===== src/rtl/result_readout.sv =====
// result_readout: sweeps accumulator BRAM rows 0..num_rows-1 and streams each row out via a 2-entry FIFO.
// Optional feature macro CLEAR_ON_READ_EN: every read is followed by a zeroing write to the same row.
module result_readout #(
   parameter int ADDR_W = 10,
   parameter int DATA_W = 64
) (
   input  logic              clk,
   input  logic              reset,
   input  logic              start,
   input  logic [ADDR_W:0]   num_rows,
   output logic              busy,
   output logic              done,
   output logic              ena,
   output logic              wea,
   output logic [ADDR_W-1:0] addra,
   output logic [DATA_W-1:0] dina,
   input  logic [DATA_W-1:0] douta,
   output logic [DATA_W-1:0] out_data,
   output logic [ADDR_W-1:0] out_row,
   output logic              out_valid,
   input  logic              out_ready
);

   typedef enum logic [1:0] {IDLE, READ, DRAIN, FINISH} state_t;

   state_t            state;
   logic [ADDR_W:0]   rows_q;
   logic [ADDR_W:0]   addr_cnt;
   logic [ADDR_W:0]   addr_nxt;
   logic              armed;

   logic              rd_vld_p0;
   logic              rd_vld_p1;
   logic [ADDR_W-1:0] rd_row_p1;
   logic              clr_p1;

   logic [DATA_W-1:0] fifo_data [2];
   logic [ADDR_W-1:0] fifo_row  [2];
   logic              wr_ptr;
   logic              rd_ptr;
   logic [1:0]        fifo_cnt;
   logic              push;
   logic              pop;
   logic [2:0]        occ;
   logic [2:0]        room;

   assign out_valid = (fifo_cnt != 2'd0);
   assign pop       = out_valid & out_ready;
   assign push      = rd_vld_p1;
   assign out_data  = out_valid ? fifo_data[rd_ptr] : '0;
   assign out_row   = out_valid ? fifo_row[rd_ptr]  : '0;

   // A slot freed by this cycle's pop is credited so a full-rate stream never bubbles.
   assign occ      = {1'b0, fifo_cnt} + {2'b00, rd_vld_p1};
   assign room     = 3'd2 + {2'b00, pop};
   assign addr_nxt = addr_cnt + {{ADDR_W{1'b0}}, 1'b1};

   // ---- p0: issue stage (read request on port A this cycle) ----
`ifdef CLEAR_ON_READ_EN
   assign clr_p1    = rd_vld_p1 & ~reset;
   assign rd_vld_p0 = (state == READ) & armed & ~rd_vld_p1 & (occ < room) & ~reset;
`else
   assign clr_p1    = 1'b0;
   assign rd_vld_p0 = (state == READ) & armed & (occ < room) & ~reset;
`endif

   always_comb begin
      ena   = rd_vld_p0 | clr_p1;
      wea   = clr_p1;
      dina  = '0;
      addra = '0;
      if (clr_p1)
         addra = rd_row_p1;
      else if (rd_vld_p0)
         addra = addr_cnt[ADDR_W-1:0];
   end

   // ---- p1: douta valid, captured into the FIFO at the end of this cycle ----
   always_ff @(posedge clk) begin
      rd_row_p1 <= addr_cnt[ADDR_W-1:0];
      if (push) begin
         fifo_data[wr_ptr] <= douta;
         fifo_row[wr_ptr]  <= rd_row_p1;
      end
   end

   always_ff @(posedge clk) begin
      if (reset) begin
         state     <= IDLE;
         busy      <= 1'b0;
         done      <= 1'b0;
         armed     <= 1'b0;
         rd_vld_p1 <= 1'b0;
         wr_ptr    <= 1'b0;
         rd_ptr    <= 1'b0;
         fifo_cnt  <= 2'd0;
         addr_cnt  <= '0;
         rows_q    <= '0;
      end else begin
         done      <= 1'b0;
         rd_vld_p1 <= rd_vld_p0;
         if (push)
            wr_ptr <= ~wr_ptr;
         if (pop)
            rd_ptr <= ~rd_ptr;
         fifo_cnt <= fifo_cnt + {1'b0, push} - {1'b0, pop};

         case (state)
            IDLE: begin
               if (start) begin
                  busy <= 1'b1;
                  if (num_rows == '0) begin
                     state <= FINISH;
                     done  <= 1'b1;
                  end else begin
                     state    <= READ;
                     rows_q   <= num_rows;
                     addr_cnt <= '0;
                     armed    <= 1'b0;
                  end
               end
            end
            // armed holds off the first read one cycle so the first row appears three edges after start.
            READ: begin
               armed <= 1'b1;
               if (rd_vld_p0) begin
                  addr_cnt <= addr_nxt;
                  if (addr_nxt == rows_q)
                     state <= DRAIN;
               end
            end
            DRAIN: begin
               if (fifo_cnt == 2'd0 && !rd_vld_p1) begin
                  state <= FINISH;
                  done  <= 1'b1;
               end
            end
            FINISH: begin
               busy  <= 1'b0;
               state <= IDLE;
            end
            default: state <= IDLE;
         endcase
      end
   end

endmodule


===== config.mk =====
export PLATFORM = sky130hd
export DESIGN_NAME = result_readout
export DESIGN_NICKNAME = d
export VERILOG_FILES = /design/src/rtl/result_readout.sv
export SDC_FILE = /design/constraint.sdc
export NUM_CORES = 1
export LEC_CHECK = 0
export ABC_AREA = 1
export CORE_MARGIN = 3
export CORE_UTILIZATION = 43
export DETAILED_ROUTE_END_ITERATION = 10
export PLACE_DENSITY = 0.82
export SYNTH_ARGS = -nofsm -noshare
export SYNTH_HDL_FRONTEND = slang
export SYNTH_SLANG_ARGS = --single-unit
export TNS_END_PERCENT = 30

===== constraint.sdc =====
create_clock -name clk -period 3.75 [get_ports clk]
set_input_delay 0.375 -clock clk [delete_from_list [all_inputs] [get_ports clk]]
set_output_delay 0.375 -clock clk [all_outputs]
set_load 0.01 [all_outputs]

=== Word-level counts from Yosys, hierarchy flattened ===
Memory sizes are Yosys's and may differ from the RTL's. A register that Yosys moved wholly into a read port is not among the register bits.
Cells that the tools add are included.

* Bits in registers: 42
* RAM bits: 148
* Input bits: 79
* Output and inout bits: 153
* Memories kept: 2

{| class="wikitable"
|+ Memory list
! memory !! depth !! width !! read ports !! clocked after memory_dff !! write ports !! RTL line !! RTL
|-
| fifo_data || 2 || 64 || 1 || 1 || 1 || 37 || <nowiki>logic [DATA_W-1:0] fifo_data [2];</nowiki>
|-
| fifo_row || 2 || 10 || 1 || 1 || 1 || 38 || <nowiki>logic [ADDR_W-1:0] fifo_row [2];</nowiki>
|}

* Add/sub/neg operators: 5
* Magnitude comparators: 1
* Equal/unequal tests: 9
* Multiplexer cells: 28
* Bitwise operators: 8
* Reductions and logical operators: 13

{| class="wikitable"
|+ Operators by type and width
! cell !! count
|-
| $mux W64 || 1
|-
| $mux W11 || 3
|-
| $pmux W11 S2 || 1
|-
| $mux W10 || 2
|-
| $mux W1 || 12
|-
| $add A11 B1 Y11 const B || 1
|-
| $eq A11 B11 Y1 || 1
|-
| $logic_not A11 Y1 || 1
|-
| $mux W2 || 5
|-
| $ne A2 B2 Y1 const B || 4
|-
| $pmux W2 S4 || 1
|-
| $reduce_and A4 Y1 || 2
|-
| $pmux W1 S2 || 3
|-
| $reduce_and A3 Y1 || 2
|-
| $reduce_bool A2 Y1 || 3
|-
| $and A1 B1 Y1 || 4
|-
| $eq A2 B2 Y1 const B || 2
|-
| $logic_not A2 Y1 || 2
|-
| $not A1 Y1 || 4
|-
| $add A2 B1 Y3 || 1
|-
| $add A2 B1 Y3 const A || 1
|-
| $lt A3 B3 Y1 || 1
|-
| $add A2 B1 Y2 || 1
|-
| $eq A2 B1 Y1 const B || 1
|-
| other kinds (5) || 5
|}

=== Longest topological paths before layout ===
* Word-level depth: 8
* Gate-level depth with buffers: 14
* Depth with buffers taken out: 14

=== Worst setup path after synthesis ===
OpenSTA, ideal clock, no wires.

* Path type: register -> register
* From: reg rd_vld_p1, in the netlist push
* To: mem fifo_data[0][0], enable pin
* Library setup time: 0.506 ns
* Arrival time: 3.531 ns
* Required time: 3.244 ns
* Setup slack: -0.287 ns
* Stages on the path, launching flop included: 3
* Path buffers: 0
* Path through: dfxtp_1 inv_1 nor2_1

* Cells in the longest elaborated chain, start to end: 2

{| class="wikitable"
|+ Ends and longest elaborated chain
! what !! RTL line !! RTL
|-
| start, declared || 33 || <nowiki>logic rd_vld_p1;</nowiki>
|-
| start signal, assigned || 101 || <nowiki>rd_vld_p1 <= rd_vld_p0;</nowiki>
|-
| $mux W1 || 81 || <nowiki>if (push) begin</nowiki>
|-
| $mux W1 (not written as such) || 82 || <nowiki>fifo_data[wr_ptr] <= douta;</nowiki>
|-
| end, declared || 37 ||
|}

Every way passes these cells.

=== Worst setup path in the final report ===
* From: reg state[1]
* To: out addra[0]

* Cells in the longest elaborated chain, start to end: 5

{| class="wikitable"
|+ Ends and longest elaborated chain
! what !! RTL line !! RTL
|-
| start, declared || 26 || <nowiki>state_t state;</nowiki>
|-
| start signal, assigned || 89 || <nowiki>state <= IDLE;</nowiki>
|-
| start signal, assigned || 113 || <nowiki>state <= FINISH;</nowiki>
|-
| start signal, assigned || 116 || <nowiki>state <= READ;</nowiki>
|-
| $eq A2 B1 Y1 || 64 || <nowiki>assign rd_vld_p0 = (state == READ) & armed & (occ < room) & ~reset;</nowiki>
|-
| $and A1 B1 Y1 (3 in a row) || 64 ||
|-
| $mux W10 || 74 || <nowiki>else if (rd_vld_p0)</nowiki>
|-
| end, declared || 15 || <nowiki>output logic [ADDR_W-1:0] addra,</nowiki>
|}

Every way passes these cells.

==> key figures <==
Clock tree
  • CTS H-Tree Depth: 4
  • CTS Buffer Depth: 2
  • Post-CTS Setup Inserts: 0
  • CTS root buf: clkbuf_16
  • Cts hold-fix bufs: 0
  • Resized cells post-CTS: 0
  • CTS clk-pin slew, worst paths: 70 ps
  • CTS sink cnt: 191
  • CTS Buf Count: 17
  • TritonCTS clock tree: done
  • Clock latency on the worst-skew pair: 430 ps

Run status
  • Status: finished clean

Detailed routing
  • DR vias: 5758
  • Drt drc: 0
  • Detail Route Antenna Nets: 0
  • WL/cell: 15.6 µm
  • Total wire length: 18200 µm
  • DR pass1 iterations: 5
  • Avg Vias per Cell: 4.93
  • Initial drt markers: 437

Critical path
  • Kind of end point of the critical path: primary output
  • Crit start category: flip-flop
  • Worst-path fanout max: 13
  • Worst EP required: 3380 ps
  • CP arrival: 2470 ps
  • Setup CP Type: flip-flop to primary output

STA
  • RSZ-0062 raised after global routing: no
  • Relative slew margins: 41.2%
  • Endpoints failing setup: 0
  • Clk_skew: 10.2 ps
  • Slew Limit Fails: 0
  • Period utilisation layout: 75.7%
  • Min Clock Period, post-route: 2840 ps
  • Fin Setup TNS: 0 ps
  • Final hold viol count: 0
  • Actual slew at the worst max-slew pin: 882 ps
  • Peak Freq: 352 MHz
  • Final worst slack: 909 ps

Place
  • Detailed Place HPWL: 12200 µm
  • DP Worst Slack: 1120 ps
  • Buffers on Ports: 166
  • Final GP Congestion: 0.917

Pwr
  • PwrDens: 670 mW/mm²
  • Leak: 0.00379 µW
  • Worst vdd ir: 0.460 mV

Synth
  • Sequential cell area fraction in the yosys report: 65.6%
  • Synth top area share: 55.0%
  • EDFF count, synth: 148
  • #FFs+latches synth: 191
  • Synthesized cell area: 0.00808 mm²
  • Avg Inst Size Synth: 10.5 µm²
  • Cells after synthesis: 767
  • Top-count cell post-synth: nand2_1
  • Cell taking the most area after synthesis: edfxtp_1
  • Synth Warn #: 0
  • Ranking of synthesized cells by area: edfxtp_1 55%, dfxtp_1 11%, nand2_1 9.6%, a21oi_1 6.1%, buf_4 6.1%
  • Synth unique cells: 31
  • Top_reg_cell synth: edfxtp_1
  • Synth top cells by count: 206 x nand2_1, 148 x edfxtp_1, 99 x a21oi_1
  • FFs w/ async S/R, synth: 0%

Floorplanning
  • Core Area: 0.0182 mm²
  • Chip Width: 143 µm
  • Die Height: 143 µm
  • Die area: 0.0205 mm²
  • # rows: 49
  • Num ports: 232
  • Starting Density: 44.4%

Global routing
  • Initial antenna violation count: 0
  • First-pass GRT wire length: 27800 µm
  • GRT Total Usage: 17.4%
  • Vias in the first global route: 5592
  • Largest net degree at the start of global routing: 75
  • Total congestion overflow: 0

Worst hold path
  • Hold Crit Class: flip-flop to flip-flop

Cells and area
  • Final #Nets: 1015
  • Diode count: 0
  • Layout cell share with drive strength beyond 1: 5.64%
  • Synthesis-to-layout area growth: 27.6%

Flow run
  • Max-cap violations: 0
## worst max-delay path, cell delays in order (launching register included)
cell	delay [ps]
dfxtp_1	330
inv_1	90
ha_1	320
nand2_1	90
nor3_1	130
nand2_1	310
nor2_1	210
clkdlybuf4s50_1	560
## kinds of logic (layout without fill, tap and decap cells)
group	count (synthesis)	count (layout)	share of synthesized area (%)
AO/OA/AOI/OAI	131	131	8.37
other	1	65	0.0464
flip-flops	191	191	65.6
AND/OR/NAND/NOR	296	296	14.8
buffers and inverters	136	245	9.38
XOR/XNOR	3	3	0.325
adder cells (fa/ha/maj)	9	9	1.39
## metrics by stage
stage | std cells | util, % | instance area (µm²) | power [µW] | hold slack, ps
floorplan | 831 | - | 8330 | 3990 | 372
global placement | 1137 | 53.6 | 9760 | 5250 | 390
detailed placement | 1137 | 53.6 | 9760 | 5300 | 411
CTS | 1169 | 56.6 | 10300 | 6980 | 424
global route | 1169 | 56.6 | 10300 | 7340 | 425
finish | 1169 | 56.6 | 10300 | 6910 | 425
## report_power, final
| part | internal (µW) | total [µW] | switching (µW) |
|---|---|---|---|
| logic | 1160 | 2670 | 1510 |
| clock network | 868 | 1680 | 811 |
| registers | 2440 | 2570 | 122 |
| total | 4470 | 6910 | 2450 |
## state kept, by name, indices dropped and copies added, names as in the netlist, named ones only
signal,flops
busy,1
done,1
rows_q,11
armed,1
addr_cnt,11
wr_ptr,1
fifo_row,20
rd_ptr,1
fifo_data,128
state,2
fifo_cnt,2
push,1
rd_row_p1,10
## final timing paths
| kind | slack (ps) | to | cells after the start | from |
|---|---|---|---|---|
| worst max-delay path | 910 | addra[0] | 7 | state[1]$_SDFFE_PP0P_ |
| worst min-delay path | 430 | fifo_row[0][1]$_DFFE_PP_ | 0 | rd_row_p1[1]$_DFF_P_ |
| worst max register to register | 1390 | addr_cnt[4]$_SDFFE_PP0P_ | 11 | state[1]$_SDFFE_PP0P_ |
| worst min register to register | 430 | fifo_row[0][1]$_DFFE_PP_ | 0 | rd_row_p1[1]$_DFF_P_ |
## layer usage
layer,routed length (µm),vias to the layer above,GRT usage [%]
met4,316,0,6.15
met3,1360,24,4.39
met5,0,-,0
li1,-,2793,-
met2,9330,206,30.8
met1,7180,2735,20.5
## cells in the final DEF (no fill, tap or decap), types with 23 or more instances in the layout
master             n
nand2_1          206
clkdlybuf4s50_1  166
edfxtp_1         148
a21oi_1           99
conb_1            65
dfxtp_1           42
nor2_1            40
inv_1             35
nand3_1           35
o21ai_0           23
## area by class of cell
| cell class | count | area [µm²] |
|---|---|---|
| Multi-Input combinational cell | 504 | 2270 |
| Inverter | 40 | 151 |
| Fill cell | 1530 | 7900 |
| Clock buffer | 17 | 425 |
| Sequential cell | 191 | 5310 |
| Timing Repair Buffer | 173 | 1750 |
| Tap cell | 229 | 287 |
| Clock inverter | 15 | 125 |
No activity file was read; power rests on OpenSTA's default activity.
